--- config.mk ---
export PLATFORM = sky130hd
export DESIGN_NAME = prog_clk_divider
export DESIGN_NICKNAME = d
export VERILOG_FILES = /design/src/rtl/prog_clk_divider.sv
export SDC_FILE = /design/constraint.sdc
export NUM_CORES = 1
export LEC_CHECK = 0
export BUFFER_PORTS_ARGS = -buffer_cell sky130_fd_sc_hd__buf_4
export CAP_MARGIN = 20
export CORE_AREA = 2 2 50 76
export CTS_CLUSTER_SIZE = 8
export DETAILED_ROUTE_END_ITERATION = 8
export DIE_AREA = 0 0 52 78
export PLACE_DENSITY_LB_ADDON = 0.25
export SYNTH_ARGS = -nofsm -noshare
export SYNTH_HDL_FRONTEND = slang
export SYNTH_SLANG_ARGS = --single-unit
--- constraint.sdc ---
create_clock -name clk -period 3.2 [get_ports clk]
set_input_delay 0.64 -clock clk [delete_from_list [all_inputs] [get_ports clk]]
set_output_delay 0.64 -clock clk [all_outputs]
set_load 0.02 [all_outputs]
--- src/rtl/prog_clk_divider.sv ---
// Programmable clock divider with glitch-free ratio reload at terminal count.
// Optional square-wave output enabled by defining DIV_TOGGLE_OUT_EN.
module prog_clk_divider #(
    parameter int WIDTH     = 8,
    parameter int RESET_DIV = 4
) (
    input  logic             clk,
    input  logic             rst_n,
    input  logic             en,
    input  logic             load,
    input  logic [WIDTH-1:0] div_val,
    output logic [WIDTH-1:0] count_out,
    output logic             tick,
    output logic             pending,
    output logic             div_out
);

    logic [WIDTH-1:0] cnt_q, cnt_d;
    logic [WIDTH-1:0] ratio_q, ratio_d;
    logic [WIDTH-1:0] shadow_q, shadow_d;
    logic             pend_q, pend_d;
    logic             halted;
    logic             tick_int;

    assign halted   = (ratio_q == '0);
    assign tick_int = en && !halted && (cnt_q == ratio_q - WIDTH'(1));

    always_comb begin
        cnt_d    = cnt_q;
        ratio_d  = ratio_q;
        shadow_d = shadow_q;
        pend_d   = pend_q;
        if (halted) begin
            // A halted divider accepts a new ratio at once; there is no period to protect.
            cnt_d  = '0;
            pend_d = 1'b0;
            if (load) begin
                ratio_d = div_val;
            end
        end else begin
            if (en) begin
                cnt_d = tick_int ? '0 : cnt_q + WIDTH'(1);
            end
            if (tick_int) begin
                pend_d = 1'b0;
                if (load) begin
                    ratio_d = div_val;
                end else if (pend_q) begin
                    ratio_d = shadow_q;
                end
            end else if (load) begin
                shadow_d = div_val;
                pend_d   = 1'b1;
            end
        end
    end

    always_ff @(posedge clk) begin
        if (!rst_n) begin
            cnt_q    <= '0;
            ratio_q  <= WIDTH'(RESET_DIV);
            shadow_q <= WIDTH'(RESET_DIV);
            pend_q   <= 1'b0;
        end else begin
            cnt_q    <= cnt_d;
            ratio_q  <= ratio_d;
            shadow_q <= shadow_d;
            pend_q   <= pend_d;
        end
    end

`ifdef DIV_TOGGLE_OUT_EN
    logic tog_q, tog_d;

    always_comb begin
        tog_d = tog_q;
        if (tick_int) begin
            tog_d = ~tog_q;
        end
    end

    always_ff @(posedge clk) begin
        if (!rst_n) begin
            tog_q <= 1'b0;
        end else begin
            tog_q <= tog_d;
        end
    end

    assign div_out = tog_q;
`else
    assign div_out = 1'b0;
`endif

    assign count_out = cnt_q;
    assign tick      = tick_int;
    assign pending   = pend_q;

endmodule

==> metrics, run 1 <==
Skew-Pair Late Insertion Delay 0.27 ns; Post-Syn Instances approximately 170; Worst Hold End shadow_q[3]$_SDFFE_PN0P_; CTS tree done; main flop type after synthesis dfxtp_1; I/O Buffers 21; Worst R2R Path Depth 8; Crit path required time 2.56 ns; RR Startpoint ratio_q[0]$_SDFFE_PN0P_; Yosys cell types 37; Worst Hold Depth 2; post-route insts no fill 227; Reg clk slew, reported paths 0.09 ns; cells along the critical path inv_1 -> ha_1 -> nand2b_1 -> o211a_1 -> o31ai_1 -> o2111ai_4 -> a21oi_1 -> buf_4; leakage power 0.692 nW; period utilization 94.9%; flop2flop setup slack about 0.55 ns; number of global-route vias before repair 1152; Final Hold Fails 0; share of layout cells above drive strength 1 around a fifth; largest family of logic cells by synthesized area simple AND/OR/NAND/NOR gates; CTS HTree Levels 1; multi-input logic area 916 µm²; xor/xnor share of the synthesized area 8.94%; clock skew 0.000746 ns; Core Util, Final between 50% and 60%; core area around 3400 µm²; Peak supply drop 0.229 mV; iteration count of the initial detailed-routing pass 4; total wire length 2930 µm; status complete, no violations; WL/cell 12.9 µm; compound-cell area share of the yosys netlist 9.62%; CP peak stage delay 0.43 ns; placed instance count between 200 and 250; Setup Slack @ Placement 0.421 ns; Synth Cell Area 1470 µm²; first-pass GRT wire length 5080 µm; largest net degree at the start of global routing 35; global route overflow 0; Post-CTS Setup Repair Bufs 0; Chip Height 78 µm; worst r2r dst ratio_q[2]$_SDFFE_PN1P_; critical path arrival 2.40 ns; Post-synth EDFFs 0; Tot Pwr 0.613 mW; fmax roughly 330 MHz; met1 usage 17.9%; final setup fails 0; Final #Nets 201; post-DP HPWL about 2300 µm; DP Area ~1600 µm²; total number of vias 1173; IO Count 23; DIE AREA 4060 µm²; met3 usage under 10%; RSZ-0062 raised after global routing false; syn_nets 184; filler cell count in the final layout 322; Die X 52 µm; clock sink total 25; total CTS buffers 3; hold buffer count at CTS 0; post-route ant nets 0; CP Max Fanout 8; Synthesis Warnings 0; CP Class reg -> out; DRT iter0 DRCs 28; Seq cells post-synth 25; Starting Density 43.9%; min-delay src shadow_q[3]$_SDFFE_PN0P_; CP startpoint kind register; max-cap violations 0; Via density 5.17; GRT Util Overall 16.3%; Synth Area in Adders roughly 2.6%; initial antenna violation count 0; worst hold slack 0.461 ns; Storage cell area 500 µm²; fin area 1690 µm²; met2 Resource Use GR roughly 30%; Slowest cell on crit path dfxtp_1; Simple-Gate Fraction of Synth Area roughly a quarter; Area Growth Syn to Fin 15.0%; fraction of synthesized area in multiplexers ~17%; Diodes inserted 0; Period minus WS final 3.04 ns; Hold/Removal Path Class reg -> reg; Power Density 363 nW/µm²; final setup margin about 0.16 ns; gpl congestion ~0.9; Slew Limit Fails 0; gr busiest metal met2; sequential share of the synthesized area 34.0%; syn avg cell area 8.70 µm²; Root Buffer clkbuf_8; Fin Setup TNS 0 ns; FFs w/ async S/R, synth 0%; Rows 26; Critical Path Sink Type output pin; clk buf depth 2; DRC violation count after routing 0
==> cell families (layout without fill, tap and decap cells) <==
family	after synthesis	after routing
AND/OR/NAND/NOR	72	72
flip-flops	25	25
multiplexers	24	24
AO/OA/AOI/OAI	16	16
XOR/XNOR	15	15
buffers and inverters	13	29
adder cells (fa/ha/maj)	3	3
other	1	1
==> layout by cell type, fill, tap and decap left out, types with 2 or more instances in the layout <==
master and count:
a211oi_1 2, a21oi_1 5, buf_4 22, clkbuf_8 3, dfxtp_1 25, ha_1 3, inv_1 3, mux2_2 7
mux2i_1 16, nand2_1 36, nand2b_1 4, nand3_1 5, nand4_1 3, nor2_1 12, nor2b_1 4, xnor2_1 6
xor2_1 9
==> cell usage after synthesis (2+ instances only) <==
cell type | n | area, µm²
mux2i_1 | 16 | 160
nand3_1 | 5 | 25.0
nand2b_1 | 4 | 25.0
xor2_1 | 9 | 78.8
ha_1 | 3 | 37.5
nor2_1 | 12 | 45.0
xnor2_1 | 6 | 52.6
nor2b_1 | 4 | 25.0
a21oi_1 | 5 | 25.0
dfxtp_1 | 25 | 500
a211oi_1 | 2 | 15.0
nand2_1 | 36 | 135
nand4_1 | 3 | 18.8
clkbuf_1 | 8 | 30.0
inv_1 | 3 | 11.3
mux2_2 | 7 | 78.8
==> sequential cells by signal, indices dropped and copies added (netlist names) <==
signal and cells:
count_out 8, pending 1, ratio_q 8, shadow_q 8
==> routing by layer <==
metal / vias up / share of wire (%)
met3: 4 / 2.2
met2: 16 / 55
met4: 0 / 1.4
met1: 550 / 41
li1: 603 / -
met5: - / 0
==> how the worst max path moves through the flow <==
stage / startpoint / end / cells after the start
after global placement: ratio_q[0]$_SDFFE_PN0P_ / tick / 8
final: ratio_q[0]$_SDFFE_PN0P_ / tick / 8
after floorplan: ratio_q[0]$_SDFFE_PN0P_ / tick / 8
after global routing: ratio_q[0]$_SDFFE_PN0P_ / tick / 8
after detailed placement: ratio_q[0]$_SDFFE_PN0P_ / tick / 8
after CTS: ratio_q[0]$_SDFFE_PN0P_ / tick / 8
==> worst max-delay path: cells and delay by family, from the launching register on <==
family                     cells  cell delay [ns]
and+or+nand+nor                1             0.20
adders and majority gates      1             0.30
buffers and inverters          2             0.25
AOI/OAI and AO/OA              4             0.95
DFF                            1             0.43
==> layout make-up <==
cell class                 count  area share [%]
multi-input combinational    131            54.2
sequential                    25            29.6
timing repair buffer          22            9.77
tap                           42            3.11
clock buffer                   4            2.66
inverter                       3           0.666
==> report_power, final <==
group	leakage (nW)	switching [mW]	total [mW]	internal [mW]
Combinational	0.465	0.0445	0.0880	0.0436
Sequential	0.204	0.0118	0.335	0.323
Clock	0.0228	0.101	0.190	0.0891
==> what timing repair did <==
| action | 4_1_cts | 5_1_grt |
|---|---|---|
| hold endpoints to repair | 0 | 0 |
| endpoints found under the setup margin | 0 | 1 |
| resized for setup | 0 | 2 |
Note: power is estimated with default switching activity, not from simulation.
==> run 2, diff against run 1 <==
--- a/config.mk
+++ b/config.mk
@@ -7,10 +7,12 @@
 export LEC_CHECK = 0
 export BUFFER_PORTS_ARGS = -buffer_cell sky130_fd_sc_hd__buf_4
 export CAP_MARGIN = 20
-export CORE_AREA = 2 2 50 76
+export CELL_PAD_IN_SITES_DETAIL_PLACEMENT = 1
+export CELL_PAD_IN_SITES_GLOBAL_PLACEMENT = 1
+export CORE_AREA = 2 2 52 78
 export CTS_CLUSTER_SIZE = 8
 export DETAILED_ROUTE_END_ITERATION = 8
-export DIE_AREA = 0 0 52 78
+export DIE_AREA = 0 0 54 80
 export PLACE_DENSITY_LB_ADDON = 0.25
 export SYNTH_ARGS = -nofsm -noshare
 export SYNTH_HDL_FRONTEND = slang
==> metrics, run 2 (synthesis results as in run 1) <==
post-DP HPWL 2640 µm; Tot Pwr 0.615 mW; DRC violation count after routing 0; DIE AREA 4320 µm²; DRT iter0 DRCs 7; clk buf depth 2; I/O Buffers 21; Buffers & Inverters on Critical Path 2; Hold/Removal Path Class reg -> reg; Crit path required time 2.56 ns; period utilization 93.3%; Skew-Pair Late Insertion Delay 0.27 ns; max-cap violations 0; Starting Density about two fifths; commonest non-fill, non-tap cell in the layout nand2_1; initial antenna violation count 0; iteration count of the initial detailed-routing pass 2; Slowest cell on crit path dfxtp_2; Root Buffer clkbuf_8; final setup fails 0; hold buffer count at CTS 0; IO Count 23; cells along the critical path inv_1 -> ha_1 -> o21bai_1 -> a2111oi_2 -> a311o_1 -> o2111ai_4 -> a21oi_1 -> buf_4; gpl congestion 0.916; Post-CTS Setup Repair Bufs 0; first-pass GRT wire length 5770 µm; Final Hold Fails 0; clock skew 0.00262 ns; largest net degree at the start of global routing 35; CP Class reg -> out; CP top delay family compound AO/OA/AOI/OAI gates; Via density 5.19; critical path arrival 2.34 ns; number of global-route vias before repair around 1300; total wire length approximately 3400 µm; Critical Path Sink Type output pin; Diodes inserted 0; CTS HTree Levels 1; most frequent cells in the layout nand2_1, dfxtp_1, buf_4; Chip Height roughly 80 µm; CP peak stage delay 0.39 ns; worst hold slack 0.463 ns; total CTS buffers 3; post-route ant nets 0; Power Density 362 nW/µm²; clock sink total 25; global route overflow 0; CP Max Fanout 8; core area 3650 µm²; Fin Setup TNS 0 ns; share of layout cells above drive strength 1 between 20% and 30%; Reg clk slew, reported paths 0.09 ns; Core Util, Final 46.5%; Die X 54 µm; CTS tree done; post-CTS resize count 0; Slew Limit Fails 0; fmax 335 MHz; leakage power between 0.6 and 0.7 nW; Area Growth Syn to Fin 15.5%; GRT Util Overall 17.9%; Final #Nets 201; Peak supply drop 0.220 mV; Period minus WS final roughly 3 ns; status complete, no violations; total number of vias 1183; Rows 27; CP startpoint kind register; WL/cell 14.9 µm; RSZ-0062 raised after global routing false
==> run 2: cell type report <==
cell class	count	area [µm²]
clock buffers	4	45.0
multi-input cells	131	921
flip-flops and latches	25	502
inverters	3	11.3
fillers	444	1950
well taps	43	53.8
repair buffers	22	165
==> run 2: worst min-delay path: cells and delay by family (launching register included) <==
| kind | cells | cell delay, ns |
|---|---|---|
| DFF | 1 | 0.32 |
| and+or+nand+nor | 1 | 0.05 |
| muxes | 1 | 0.05 |
==> run 2: report_power, final <==
part	leakage, nW	switching, mW	internal (mW)
clock	0.0228	0.101	0.0891
combinational	0.465	0.0457	0.0439
sequential	0.204	0.0119	0.323
total	0.692	0.158	0.456
==> run 2: final timing paths <==
check	start	end	cells past startpoint	slack, ns
hold reg to reg	shadow_q[5]$_SDFFE_PN0P_	shadow_q[5]$_SDFFE_PN0P_	2	0.46
hold / removal	shadow_q[5]$_SDFFE_PN0P_	shadow_q[5]$_SDFFE_PN0P_	2	0.46
setup / recovery	ratio_q[0]$_SDFFE_PN0P_	tick	8	0.22
setup reg to reg	ratio_q[0]$_SDFFE_PN0P_	ratio_q[2]$_SDFFE_PN1P_	8	0.60
==> run 2: per-stage QoR <==
| stage | instances | instance area (µm²) | setup slack, ns |
|---|---|---|---|
| after floorplan | 169 | 1470 | 0.459 |
| after global placement | 224 | 1640 | 0.495 |
| after detailed placement | 224 | 1640 | 0.390 |
| after CTS | 228 | 1690 | 0.0552 |
| after global routing | 228 | 1700 | 0.00395 |
| final | 228 | 1700 | 0.215 |
==> run 2: metal layers <==
layer / global-route usage [%] / vias up / wire [µm]
met5: 0 / - / 0
met4: 7.00 / 0 / 84
met3: 2.25 / 8 / 95
met2: 32.4 / 21 / 1900
met1: 20.1 / 552 / 1320
li1: - / 602 / -
